File: src/rtl/maxpool_pkg.sv
// Shared types and default sizing for the conv -> max-pool memory pipeline.
package maxpool_pkg;

    localparam int unsigned MP_DATA_WIDTH    = 16;
    localparam int unsigned MP_IN_DIM        = 26;
    localparam int unsigned MP_RD_ADDR_WIDTH = 10;
    localparam int unsigned MP_WR_ADDR_WIDTH = 8;

    typedef enum logic [1:0] {
        IDLE  = 2'd0,
        READ  = 2'd1,
        DRAIN = 2'd2,
        DONE  = 2'd3
    } mp_state_e;

endpackage

File: src/rtl/maxpool_addr_gen.sv
// Raster-order 2x2/stride-2 window read address generator (tap, pcol, prow counters).
module maxpool_addr_gen
    import maxpool_pkg::*;
#(
    parameter int unsigned IN_DIM        = MP_IN_DIM,
    parameter int unsigned RD_ADDR_WIDTH = MP_RD_ADDR_WIDTH
) (
    input  logic                     clk,
    input  logic                     rst,
    input  logic                     clr_i,
    input  logic                     adv_i,
    output logic [RD_ADDR_WIDTH-1:0] rd_addr_o,
    output logic [1:0]               tap_o,
    output logic                     last_read_o
);

    localparam int unsigned OUT_DIM = IN_DIM / 2;
    localparam int unsigned CW      = (OUT_DIM > 1) ? $clog2(OUT_DIM) : 1;
    localparam logic [CW-1:0]            IDX_LAST = CW'(OUT_DIM - 1);
    localparam logic [RD_ADDR_WIDTH-1:0] ROW_STEP = RD_ADDR_WIDTH'(2 * IN_DIM);
    localparam logic [RD_ADDR_WIDTH-1:0] IN_STEP  = RD_ADDR_WIDTH'(IN_DIM);

    logic [1:0]    tap_q, tap_d;
    logic [CW-1:0] pcol_q, pcol_d;
    logic [CW-1:0] prow_q, prow_d;
    logic          col_end, row_end;

    assign col_end = (pcol_q == IDX_LAST);
    assign row_end = (prow_q == IDX_LAST);

    always_comb begin
        tap_d  = tap_q;
        pcol_d = pcol_q;
        prow_d = prow_q;
        if (clr_i) begin
            tap_d  = '0;
            pcol_d = '0;
            prow_d = '0;
        end else if (adv_i) begin
            tap_d = tap_q + 2'd1;
            if (tap_q == 2'd3) begin
                if (col_end) begin
                    pcol_d = '0;
                    prow_d = row_end ? '0 : prow_q + CW'(1);
                end else begin
                    pcol_d = pcol_q + CW'(1);
                end
            end
        end
    end

    // Tap order 0,1,2,3 maps to base, base+1, base+IN_DIM, base+IN_DIM+1.
    assign rd_addr_o = RD_ADDR_WIDTH'(prow_q) * ROW_STEP
                     + (RD_ADDR_WIDTH'(pcol_q) << 1)
                     + (tap_q[1] ? IN_STEP : '0)
                     + RD_ADDR_WIDTH'(tap_q[0]);

    assign tap_o       = tap_q;
    assign last_read_o = (tap_q == 2'd3) && col_end && row_end;

    always_ff @(posedge clk) begin
        if (rst) begin
            tap_q  <= '0;
            pcol_q <= '0;
            prow_q <= '0;
        end else begin
            tap_q  <= tap_d;
            pcol_q <= pcol_d;
            prow_q <= prow_d;
        end
    end

endmodule

File: src/rtl/maxpool_2x2_engine.sv
// Start/done controlled 2x2 stride-2 signed max-pool engine between conv and pool memories.
module maxpool_2x2_engine
    import maxpool_pkg::*;
#(
    parameter int unsigned DATA_WIDTH    = MP_DATA_WIDTH,
    parameter int unsigned IN_DIM        = MP_IN_DIM,
    parameter int unsigned RD_ADDR_WIDTH = MP_RD_ADDR_WIDTH,
    parameter int unsigned WR_ADDR_WIDTH = MP_WR_ADDR_WIDTH
) (
    input  logic                     clk,
    input  logic                     rst,
    input  logic                     start,
    output logic                     busy,
    output logic                     done,
    output logic                     rd_en,
    output logic [RD_ADDR_WIDTH-1:0] rd_addr,
    input  logic [DATA_WIDTH-1:0]    rd_data,
    output logic                     wr_en,
    output logic [WR_ADDR_WIDTH-1:0] wr_addr,
    output logic [DATA_WIDTH-1:0]    wr_data
);

    localparam int unsigned OUT_DIM = IN_DIM / 2;
    localparam logic [WR_ADDR_WIDTH-1:0] LAST_W = WR_ADDR_WIDTH'(OUT_DIM * OUT_DIM - 1);

    mp_state_e state_q, state_d;

    logic                     busy_q, busy_d;
    logic                     done_q, done_d;
    logic                     rd_en_q;
    logic [RD_ADDR_WIDTH-1:0] rd_addr_q;
    logic [1:0]               rd_tap_q;
    logic                     dv_q;
    logic [1:0]               dtap_q;
    logic [DATA_WIDTH-1:0]    acc_q, acc_d;
    logic                     wr_en_q;
    logic [WR_ADDR_WIDTH-1:0] wr_addr_q;
    logic [DATA_WIDTH-1:0]    wr_data_q;
    logic [WR_ADDR_WIDTH-1:0] widx_q;

    logic                     issue;
    logic                     gen_clr, gen_adv, gen_last;
    logic [RD_ADDR_WIDTH-1:0] gen_addr;
    logic [1:0]               gen_tap;
    logic                     win_end;

    maxpool_addr_gen #(
        .IN_DIM        (IN_DIM),
        .RD_ADDR_WIDTH (RD_ADDR_WIDTH)
    ) u_addr_gen (
        .clk         (clk),
        .rst         (rst),
        .clr_i       (gen_clr),
        .adv_i       (gen_adv),
        .rd_addr_o   (gen_addr),
        .tap_o       (gen_tap),
        .last_read_o (gen_last)
    );

    // The start cycle already issues tap 0, so the generator is held cleared whenever not reading.
    always_comb begin
        state_d = state_q;
        issue   = 1'b0;
        gen_clr = 1'b0;
        gen_adv = 1'b0;
        unique case (state_q)
            IDLE: begin
                if (start) begin
                    issue   = 1'b1;
                    gen_adv = 1'b1;
                    state_d = READ;
                end else begin
                    gen_clr = 1'b1;
                end
            end
            READ: begin
                issue   = 1'b1;
                gen_adv = 1'b1;
                if (gen_last) state_d = DRAIN;
            end
            DRAIN: begin
                gen_clr = 1'b1;
                if (wr_en_q && (wr_addr_q == LAST_W)) state_d = DONE;
            end
            DONE: begin
                gen_clr = 1'b1;
                state_d = IDLE;
            end
            default: state_d = IDLE;
        endcase
        busy_d = (state_d == READ) || (state_d == DRAIN);
        done_d = (state_q == DRAIN) && (state_d == DONE);
    end

    // First tap of a window loads unconditionally; later taps replace only when strictly greater.
    always_comb begin
        acc_d = acc_q;
        if (dtap_q == 2'd0 || ($signed(rd_data) > $signed(acc_q))) acc_d = rd_data;
    end

    assign win_end = dv_q && (dtap_q == 2'd3);

    always_ff @(posedge clk) begin
        if (rst) begin
            state_q   <= IDLE;
            busy_q    <= 1'b0;
            done_q    <= 1'b0;
            rd_en_q   <= 1'b0;
            rd_addr_q <= '0;
            rd_tap_q  <= '0;
            dv_q      <= 1'b0;
            dtap_q    <= '0;
            acc_q     <= '0;
            wr_en_q   <= 1'b0;
            wr_addr_q <= '0;
            wr_data_q <= '0;
            widx_q    <= '0;
        end else begin
            state_q <= state_d;
            busy_q  <= busy_d;
            done_q  <= done_d;
            rd_en_q <= issue;
            if (issue) begin
                rd_addr_q <= gen_addr;
                rd_tap_q  <= gen_tap;
            end
            dv_q   <= rd_en_q;
            dtap_q <= rd_tap_q;
            if (dv_q) acc_q <= acc_d;
            wr_en_q <= win_end;
            if (win_end) begin
                wr_addr_q <= widx_q;
                wr_data_q <= acc_d;
                widx_q    <= widx_q + WR_ADDR_WIDTH'(1);
            end
            if (state_q == IDLE) widx_q <= '0;
        end
    end

    assign busy    = busy_q;
    assign done    = done_q;
    assign rd_en   = rd_en_q;
    assign rd_addr = rd_addr_q;
    assign wr_en   = wr_en_q;
    assign wr_addr = wr_addr_q;
    assign wr_data = wr_data_q;

endmodule

File: config.mk
export PLATFORM = sky130hd
export DESIGN_NAME = maxpool_2x2_engine
export DESIGN_NICKNAME = d
export VERILOG_FILES = /design/src/rtl/maxpool_pkg.sv /design/src/rtl/maxpool_addr_gen.sv /design/src/rtl/maxpool_2x2_engine.sv
export SDC_FILE = /design/constraint.sdc
export NUM_CORES = 1
export LEC_CHECK = 0
export BUFFER_PORTS_ARGS = -buffer_cell sky130_fd_sc_hd__buf_2
export CORE_MARGIN = 5
export CORE_UTILIZATION = 40
export DETAILED_ROUTE_END_ITERATION = 8
export GPL_ROUTABILITY_DRIVEN = 0
export GPL_TIMING_DRIVEN = 0
export HOLD_SLACK_MARGIN = 0.15
export PLACE_DENSITY = 0.61
export SLEW_MARGIN = 20
export SYNTH_ARGS = -nofsm -noshare
export SYNTH_HDL_FRONTEND = slang
export SYNTH_SLANG_ARGS = --single-unit
File: constraint.sdc
create_clock -name clk -period 2.97 [get_ports clk]
set_clock_uncertainty 0.2 [all_clocks]
set_input_delay 0.297 -clock clk [delete_from_list [all_inputs] [get_ports clk]]
set_output_delay 0.297 -clock clk [all_outputs]
set_load 0.005 [all_outputs]
# Yosys cells after proc, flatten, opt, wreduce, memory -nomap -nowiden

Cells that the tools add are included.

Word-level logic and storage cells: 62
Output and inout port bits: 38
Flip-flop bits (word level): 79
Input port bits: 19

Multiplexer cells: 12
Reductions and logical operators: 14
Order comparisons: 1
$add $sub $neg: 7
Multiply operators: 1
Eq/ne operators: 11

Operators with widths:

| kind                                                                | number |
|---|---|
| 16-bit > comparator                                                 | 1 |
| 16-bit two-way mux                                                  | 1 |
| 2-bit == test (second input constant)                               | 6 |
| 10-bit by 1-bit adder with 10-bit output                            | 1 |
| 10-bit adder                                                        | 1 |
| 10-bit by 5-bit adder with 10-bit output                            | 1 |
| 4-bit by 1-bit adder with 4-bit output (second input constant)      | 2 |
| 8-bit by 1-bit adder with 8-bit output (second input constant)      | 1 |
| 4-bit == test (second input constant)                               | 2 |
| 8-bit == test (second input constant)                               | 1 |
| 4-bit by 4-bit multiplier with 8-bit output (second input constant) | 1 |
| 4-bit two-way mux                                                   | 2 |
| 2-bit case mux with 4 select lines                                  | 1 |
| 2-bit two-way mux                                                   | 3 |
| 2-bit OR reduction                                                  | 3 |
| 1-bit logical AND                                                   | 5 |
| 5-bit two-way mux                                                   | 1 |
| 2-bit by 1-bit == test with 1-bit output (second input constant)    | 2 |
| 2-bit logical NOT                                                   | 2 |
| 1-bit case mux with 2 select lines                                  | 2 |
| 3-bit AND reduction                                                 | 1 |
| 2-bit by 1-bit adder with 2-bit output (second input constant)      | 1 |
| 1-bit logical OR                                                    | 2 |
| 1-bit two-way mux                                                   | 2 |
| 2-bit AND reduction                                                 | 1 |

# Longest topological paths before layout

Gate-level depths: netlist of run 1.

Depth in word-level cells: 7
Gate-level depth with buffers: 12
Gate-level depth less buffers: 12

# Hierarchy

Synthesis of run 1 repeated with hierarchy kept, for this count alone.

Cell total of the unflattened synthesis: 499
Area total of the unflattened synthesis: 4,289.1 um^2

Modules (own cells, without submodules):

| module             | area each (um^2) | cells an instance | sequential area each (um^2) | times used |
|---|---|---|---|---|
| maxpool_2x2_engine | 3,251.9          | 381               | 1,381.3                     | 1 |
| maxpool_addr_gen   | 1,037.2          | 118               | 200.2                       | 1 |

# Least setup slack after synthesis of run 1

OpenSTA, ideal clock, no wires.

Kind: register to register
From: register u_addr_gen.prow_q[0]
To: register rd_addr_q[9] (netlist: rd_addr[9])
Data required time: 2,684 ps
Library setup time: 86 ps
Buffers on the path: 0
Arrival: 2,410 ps
Setup slack: 274 ps
Clock period less this slack: 2,696 ps
Stages on the path, launching flop included: 10
Cell sequence: dfxtp_1 inv_1 ha_1 ha_1 ha_1 inv_1 fa_1 nor4b_1 xnor2_1 a211oi_1

Word-level cells in the longest chain between the ends: 4

RTL lines:

| item                                        | line                      | RTL |
|---|---|---|
| start, declared                             | maxpool_addr_gen.sv:25    | `logic [CW-1:0] prow_q, prow_d;` |
| start signal, assigned                      | maxpool_addr_gen.sv:69    | `prow_q <= prow_d;` |
| 4-bit by 4-bit multiplier with 8-bit output | maxpool_addr_gen.sv:53    | `assign rd_addr_o = RD_ADDR_WIDTH'(prow_q) * ROW_STEP` |
| 10-bit by 5-bit adder with 10-bit output    | maxpool_addr_gen.sv:54    | `+ (RD_ADDR_WIDTH'(pcol_q) << 1)` |
| 10-bit adder                                | maxpool_addr_gen.sv:55    | `+ (tap_q[1] ? IN_STEP : '0)` |
| 10-bit by 1-bit adder with 10-bit output    | maxpool_addr_gen.sv:56    | `+ RD_ADDR_WIDTH'(tap_q[0]);` |
| end signal, assigned                        | maxpool_2x2_engine.sv:124 | `rd_addr_q <= gen_addr;` |
| end, declared                               | maxpool_2x2_engine.sv:31  | `logic [RD_ADDR_WIDTH-1:0] rd_addr_q;` |

Every way passes these cells.
A chain may end at the register's enable or synchronous reset.

# Worst setup path after layout of run 1

From: input rd_data[13]
To: register wr_data_q[3] (netlist: wr_data[3])

Word-level cells in the longest chain between the ends: 3

RTL lines:

| item                 | line                      | RTL |
|---|---|---|
| start, declared      | maxpool_2x2_engine.sv:17  | `input logic [DATA_WIDTH-1:0] rd_data,` |
| 16-bit > comparator  | maxpool_2x2_engine.sv:98  | `if (dtap_q == 2'd0 \|\| ($signed(rd_data) > $signed(acc_q))) acc_d = rd_data;` |
| 1-bit logical OR     | maxpool_2x2_engine.sv:98  |  |
| 16-bit two-way mux   | maxpool_2x2_engine.sv:98  |  |
| end signal, assigned | maxpool_2x2_engine.sv:116 | `wr_data_q <= '0;` |
| end signal, assigned | maxpool_2x2_engine.sv:133 | `wr_data_q <= acc_d;` |
| end, declared        | maxpool_2x2_engine.sv:38  | `logic [DATA_WIDTH-1:0] wr_data_q;` |

Every way passes these cells.

==> results of run 1 <==
## metal layers
| layer | track usage (%) | part of all wire [%] | vias to the layer above |
|---|---|---|---|
| li1 | - | - | 1873 |
| met1 | 22.78 | 48 | 1713 |
| met4 | 7.443 | 2.6 | 0 |
| met2 | 27.55 | 45 | 81 |
| met5 | 0 | 0 | - |
| met3 | 2.907 | 3.8 | 24 |
## cell families (layout without fill, tap and decap cells)
logic type               Yosys count  after routing  synth area share, %
flip-flops                        78             78                35.76
AND/OR/NAND/NOR                  177            177                21.49
buffers and inverters             61            149                7.134
AO/OA/AOI/OAI                     88             88                14.61
XOR/XNOR                          19             19                3.811
adder cells (fa/ha/maj)           44             44                13.30
multiplexers                      17             17                3.897
## layout make-up
cell class                      count  area, um2
Tap cell                          140      175.2
Multi-Input combinational cell    345       2531
Clock buffer                       10      127.6
Inverter                           34      127.6
Sequential cell                    78       1563
Clock inverter                      6      70.07
Buffer                             26      175.2
Fill cell                        1040       5575
Timing Repair Buffer               73      447.9
## per-stage QoR
| step | setup slack [ns] | utilization, % |
|---|---|---|
| after CTS | 0.01352 | 48.01 |
| after global routing | -0.07000 | 48.34 |
| after detailed placement | 0.02184 | 44.68 |
| after floorplan | 0.2741 | - |
| final | 0.08439 | 48.34 |
| after global placement | 0.1011 | 44.68 |
## how the worst min path moves through the flow
stage / slack [ns] / depth (start not counted) / startpoint / to
after floorplan: 0.22 / 1 / u_addr_gen.tap_o[0]$_SDFFE_PP0P_ / u_addr_gen.tap_o[0]$_SDFFE_PP0P_
after global placement: 0.24 / 1 / u_addr_gen.tap_o[0]$_SDFFE_PP0P_ / u_addr_gen.tap_o[0]$_SDFFE_PP0P_
after detailed placement: 0.25 / 1 / u_addr_gen.tap_o[0]$_SDFFE_PP0P_ / u_addr_gen.tap_o[0]$_SDFFE_PP0P_
after CTS: 0.21 / 4 / start / state_q[0]$_SDFF_PP0_
after global routing: 0.24 / 4 / start / state_q[0]$_SDFF_PP0_
final: 0.22 / 4 / start / state_q[0]$_SDFF_PP0_
## power groups by stage
stage | logic (uW) | registers, uW | clock network [uW]
finish | 331 | 1100 | 821
CTS | 328 | 1100 | 839
global route | 370 | 1110 | 887
global placement | 303 | 1130 | 0
floorplan | 221 | 1120 | 0
detailed placement | 309 | 1130 | 0
## flip-flops by register name (all words and copies together) (netlist names), 2 cells and up
name / flops
rd_addr: 10
u_addr_gen.pcol_q: 4
wr_addr: 8
state_q: 2
u_addr_gen.tap_o: 2
wr_data: 16
u_addr_gen.prow_q: 4
widx_q: 8
acc_q: 16
dtap_q: 2
## cell usage in the layout, fill, tap and decap left out, types with 3 or more instances in the layout
master / synthesis / layout
clkinvlp_4: 0 / 3
dlygate4sd3_1: 3 / 19
nand3_1: 5 / 5
nor3_1: 3 / 3
or3_1: 3 / 3
nand4_1: 27 / 27
fa_1: 4 / 4
nand2b_1: 34 / 34
buf_6: 5 / 4
a21oi_1: 28 / 28
mux2i_1: 17 / 17
ha_1: 40 / 40
clkbuf_8: 0 / 9
xor2_1: 9 / 9
buf_4: 4 / 5
a211oi_1: 5 / 5
a311oi_1: 14 / 14
nor2_1: 45 / 45
clkbuf_1: 9 / 10
clkbuf_4: 2 / 3
nor2b_1: 6 / 6
buf_2: 2 / 57
a21o_1: 9 / 9
dfxtp_1: 78 / 77
nand2_1: 38 / 38
o31ai_1: 16 / 16
xnor2_1: 10 / 10
inv_1: 34 / 34
## worst max-delay path, cell delays in order
cell	delay, ns
dlygate4sd3_1	0.52
buf_2	0.15
ha_1	0.34
nand4_4	0.16
nor4_1	0.43
and4_1	0.26
clkbuf_2	0.18
clkbuf_4	0.25
o31ai_1	0.11
a311oi_1	0.25
## what timing repair did
item                                    CTS  global route
hold endpoints to repair                 32             0
endpoints found under the setup margin    1            13
gates resized for setup                   1             6
hold buffers                             16             0
pin swaps                                 0             1
buffers inserted                          0             1
==> impl_metrics.yaml, run 1 <==
outcome:
  outcome: "finished, final reports clean"
pwr:
  pwr-share-comb_pct: 14.7
  powerDensity_nw_per_um2: 432.0
  seqPwrFrac_pct: 48.9
  p_total_uw: 2254
  peakVddDrop_v: 0.0001795
  p_sw_share_pct: 28.39
  p_int_uw: 1614
  p_clk_share_pct: 36.4
  p_sw_uw: 640.0
  p_leak_uw: 0.002304
worst_setup_path:
  crit_required_ns: 3.04
  path_max_fanout: 10
  rrSetupSlack_ns: 0.14
  arrival_ns: 2.95
  crit_path_end: "wr_data[3]$_SDFFE_PP0P_"
  path_class: "in -> reg"
  critPathLaunch: "rd_data[13]"
  timing.rr.start: "acc_q[15]$_SDFFE_PP0P_"
  cp-start-kind: "input pin"
  worstSetupEndpointType: "register"
  worstRegToRegCells: 9
  r2r_end: "wr_data[3]$_SDFFE_PP0P_"
detailed_routing:
  vias: 3691
  routed_via_density: 5.184
  wl_mm: 10.79
  drtIter0Drc: 191
  remaining_drc_errors: 0
  postRouteAntennaNets: 0
  wl_per_cell_um: 15.16
  firstDrtPassIters: 5
final_layout:
  insertedDiodeCount: 0
  drive_gt1_share_pct: 17.31
  finalInstanceArea_um2: 5218
  syn_to_final_growth_pct: 19.48
  fin_cells: 712
  finish.net_count: 630
synth:
  netlist_area_um2: 4367
  seq_area_frac_synth_pct: 35.76
  async_flop_share_pct: 0
  synth_top_cell_by_area: "dfxtp_1"
  synth.area.top_cells: "dfxtp_1 (36%), ha_1 (11%), nand2b_1 (4.9%)"
  syn_nets: 547
  ys_ff_latch: 78
  synth.distinct_cells: 53
  syn_inst: 484
  synth_warnings: 0
  yosys.area.top_type_share_pct: 35.76
  yosysMostFrequentCell: "dfxtp_1"
  synth_common_cells: "dfxtp_1 (78), nor2_1 (45), ha_1 (40), nand2_1 (38)"
  synth-main-ff-cell: "dfxtp_1"
  syn_area_per_cell_um2: 9.022
  synth-edff-count: 0
global_routing:
  grt_pass1_vias: 3682
  grt_usage_pct: 17.21
  grt_overflow: 0
  antenna_found_initial: 0
  grt_max_degree: 15
  grt_pass1_wl_mm: 17.93
cts:
  clk_pin_slew_ns: 0.08
  clk_latency_ns: 0.37
  clkSinkCount: 78
  clock_path_buffers: 2
  cts_max_level: 3
  numCtsBuffers: 9
  tritoncts: "done"
  cts_root_buf: "clkbuf_8"
die:
  start_util_pct: 40.46
  core_area_um2: 10790
  ios: 57
  die-width_um: 114.5
  die_y_um: 114.5
  rows: 38
  dieArea_um2: 13110
timing:
  whs_ns: 0.2246
  drv_slew: 0
  setup_tns_ns: 0
  fin_crit_sh_pct: 97.16
  setup_violations: 0
  worst_pin_slew_ns: 0.5912
  hold_viol: 0
  fmaxAchievable_mhz: 346.5
  grt_setup_unrepaired: "true"
  fin_crit_ns: 2.886
  slew_headroom_pct: 60.50
worst_hold_path:
  hold_class: "in -> reg"
placement:
  placed_cell_area_um2: 4822
  dpl.hpwl_mm: 8.083
  port-buffer-count: 56
  dpl.cell_count: 680
flow_run:
  maxCapViolCount: 0
Note: power is estimated with default switching activity, not from simulation.
==> inputs of run 2 (changes only) <==
--- a/config.mk
+++ b/config.mk
@@ -7,13 +7,12 @@
 export LEC_CHECK = 0
 export BUFFER_PORTS_ARGS = -buffer_cell sky130_fd_sc_hd__buf_2
 export CORE_MARGIN = 5
-export CORE_UTILIZATION = 40
+export CORE_UTILIZATION = 58
 export DETAILED_ROUTE_END_ITERATION = 8
 export GPL_ROUTABILITY_DRIVEN = 0
 export GPL_TIMING_DRIVEN = 0
 export HOLD_SLACK_MARGIN = 0.15
-export PLACE_DENSITY = 0.61
-export SLEW_MARGIN = 20
+export PLACE_DENSITY = 0.82
 export SYNTH_ARGS = -nofsm -noshare
 export SYNTH_HDL_FRONTEND = slang
 export SYNTH_SLANG_ARGS = --single-unit
==> run 2 against run 1 <==
Compared with the run above:
- final area decreased by 1.3%
- die area down 29%
- via count grew 3.5%
- final cell count is 5.8% lower
- worst hold slack better by 0.00099 ns
- wire length shrank 1.8%
- critical endpoint is now wr_data[2]$_SDFFE_PP0P_
- largest cell class unchanged
- highest routed layer unchanged
==> impl_metrics.yaml, run 2 (same netlist as run 1, synthesis figures left out) <==
cts:
  numCtsBuffers: 9
  clk_latency_ns: 0.36
  tritoncts: "done"
  post-cts-setup-buffers: 0
  clk_pin_slew_ns: 0.09
  cts_root_buf: "clkbuf_8"
  clkSinkCount: 78
  cts_max_level: 3
  clock_path_buffers: 2
worst_hold_path:
  min-delay-start: "start"
  hold_class: "in -> reg"
  hold_path_end: "state_q[0]$_SDFF_PP0_"
  hold_depth: 4
detailed_routing:
  firstDrtPassIters: 5
  drtIter0Drc: 333
  wl_per_cell_um: 15.80
  remaining_drc_errors: 0
  postRouteAntennaNets: 0
  wl_mm: 10.60
  routed_via_density: 5.694
  vias: 3821
final_layout:
  syn_to_final_growth_pct: 17.97
  nFillCells: 571
  mostFrequentLayoutCells: "dfxtp_1 (77), buf_2 (57), nor2_1 (45)"
  multiInputGateArea_um2: 2521
  insertedDiodeCount: 0
  seqCellArea_um2: 1563
  drive_gt1_share_pct: 17.48
  finish.net_count: 630
  final_common_cell: "dfxtp_1"
  finalInstanceArea_um2: 5151
timing:
  fin_crit_ns: 2.829
  fmaxAchievable_mhz: 353.5
  worst_pin_slew_ns: 0.6555
  slew_headroom_pct: 56.21
  hold_viol: 0
  fin_crit_sh_pct: 95.25
  whs_ns: 0.2256
  setup_violations: 0
  drv_slew: 0
die:
  core_area_um2: 7292
  rows: 31
  ios: 57
  die-width_um: 96.77
  die_y_um: 96.77
  dieArea_um2: 9364
  start_util_pct: 59.88
worst_setup_path:
  path_max_fanout: 10
  path_class: "reg -> reg"
  r2r_end: "wr_data[2]$_SDFFE_PP0P_"
  cp-start-kind: "register"
  arrival_ns: 2.90
  rrSetupSlack_ns: 0.14
  timing.rr.start: "acc_q[15]$_SDFFE_PP0P_"
  worstSetupEndpointType: "register"
  crit_required_ns: 3.04
  worstRegToRegCells: 10
pwr:
  p_leak_uw: 0.002310
  powerDensity_nw_per_um2: 429.8
  peakVddDrop_v: 0.0002395
placement:
  placed_cell_area_um2: 4771
  port-buffer-count: 56
  dpl.hpwl_mm: 7.735
global_routing:
  grt_max_degree: 17
  grt_pass1_wl_mm: 17.73
  grt_overflow: 0
  grt_pass1_vias: 3729
  antenna_found_initial: 0
  grt_usage_pct: 22.65
flow_run:
  maxCapViolCount: 0
outcome:
  outcome: "finished, final reports clean"
==> run 2: cell types whose count changed in the layout (fill, tap and decap cells not counted), sizes merged <==
cell,previous run,this run
bufinv,1,0
clkbuf,23,22
clkinv,1,2
clkinvlp,3,1
inv,35,38
==> run 2: critical path, cell delays in order, from the launching register on <==
cell	delay, ns
dfxtp_1	0.38
inv_1	0.06
ha_1	0.44
nand4_4	0.19
nor4_4	0.40
a211o_2	0.23
or3_1	0.12
buf_4	0.14
buf_6	0.15
nand4_1	0.14
a311oi_2	0.29
==> run 2: area by class of cell <==
cell class	instances	area share, %
Buffer	27	3.619
Clock inverter	7	1.263
Multi-Input combinational cell	345	48.94
Sequential cell	78	30.34
Inverter	34	2.478
Clock buffer	9	2.405
Tap cell	99	2.405
Timing Repair Buffer	72	8.550
==> run 2: worst max-delay path by stage <==
stage / slack (ns) / to / depth (start not counted) / startpoint
3_5_place_dp: 0.07 / wr_data[5]$_SDFFE_PP0P_ / 9 / rd_data[15]
5_1_grt: -0.009 / wr_data[6]$_SDFFE_PP0P_ / 10 / acc_q[15]$_SDFFE_PP0P_
3_3_place_gp: 0.12 / rd_addr[9]$_SDFFE_PP0P_ / 10 / u_addr_gen.prow_q[0]$_SDFFE_PP0P_
2_1_floorplan: 0.27 / rd_addr[9]$_SDFFE_PP0P_ / 9 / u_addr_gen.prow_q[0]$_SDFFE_PP0P_
6_report: 0.14 / wr_data[2]$_SDFFE_PP0P_ / 10 / acc_q[15]$_SDFFE_PP0P_
4_1_cts: 0.006 / wr_data[5]$_SDFFE_PP0P_ / 10 / rd_data[12]
==> run 2: timing repair <==
action                     in CTS  in global routing
hold endpoints to repair       32                  0
resized for setup               0                  6
hold buffers                   16                  0
setup endpoints to repair       0                 11
==> run 2: per-stage QoR <==
stage	setup slack, ns	utilization [%]	TNS, ns	instances	total power (uW)
global placement	0.1161	65.43	0	639	1421
detailed placement	0.07217	65.43	0	639	1431
finish	0.1411	70.64	0	671	2214
global route	-0.008735	70.64	-0.008735	671	2306
floorplan	0.2741	-	0	484	1341
CTS	0.005559	70.21	0	671	2203
==> run 2: power by group <==
group / internal [uW] / switching [uW]
combinational: 147 / 193
sequential: 1080 / 23.3
clock: 324 / 450
total: 1550 / 666
==> run 2: routing by layer <==
metal / vias up / GRT usage (%) / part of all wire (%)
met1: 1810 / 29.95 / 45
met4: 0 / 7.667 / 1.2
li1: 1868 / - / -
met3: 13 / 4.532 / 6.2
met2: 130 / 36.89 / 47
met5: - / 0 / 0
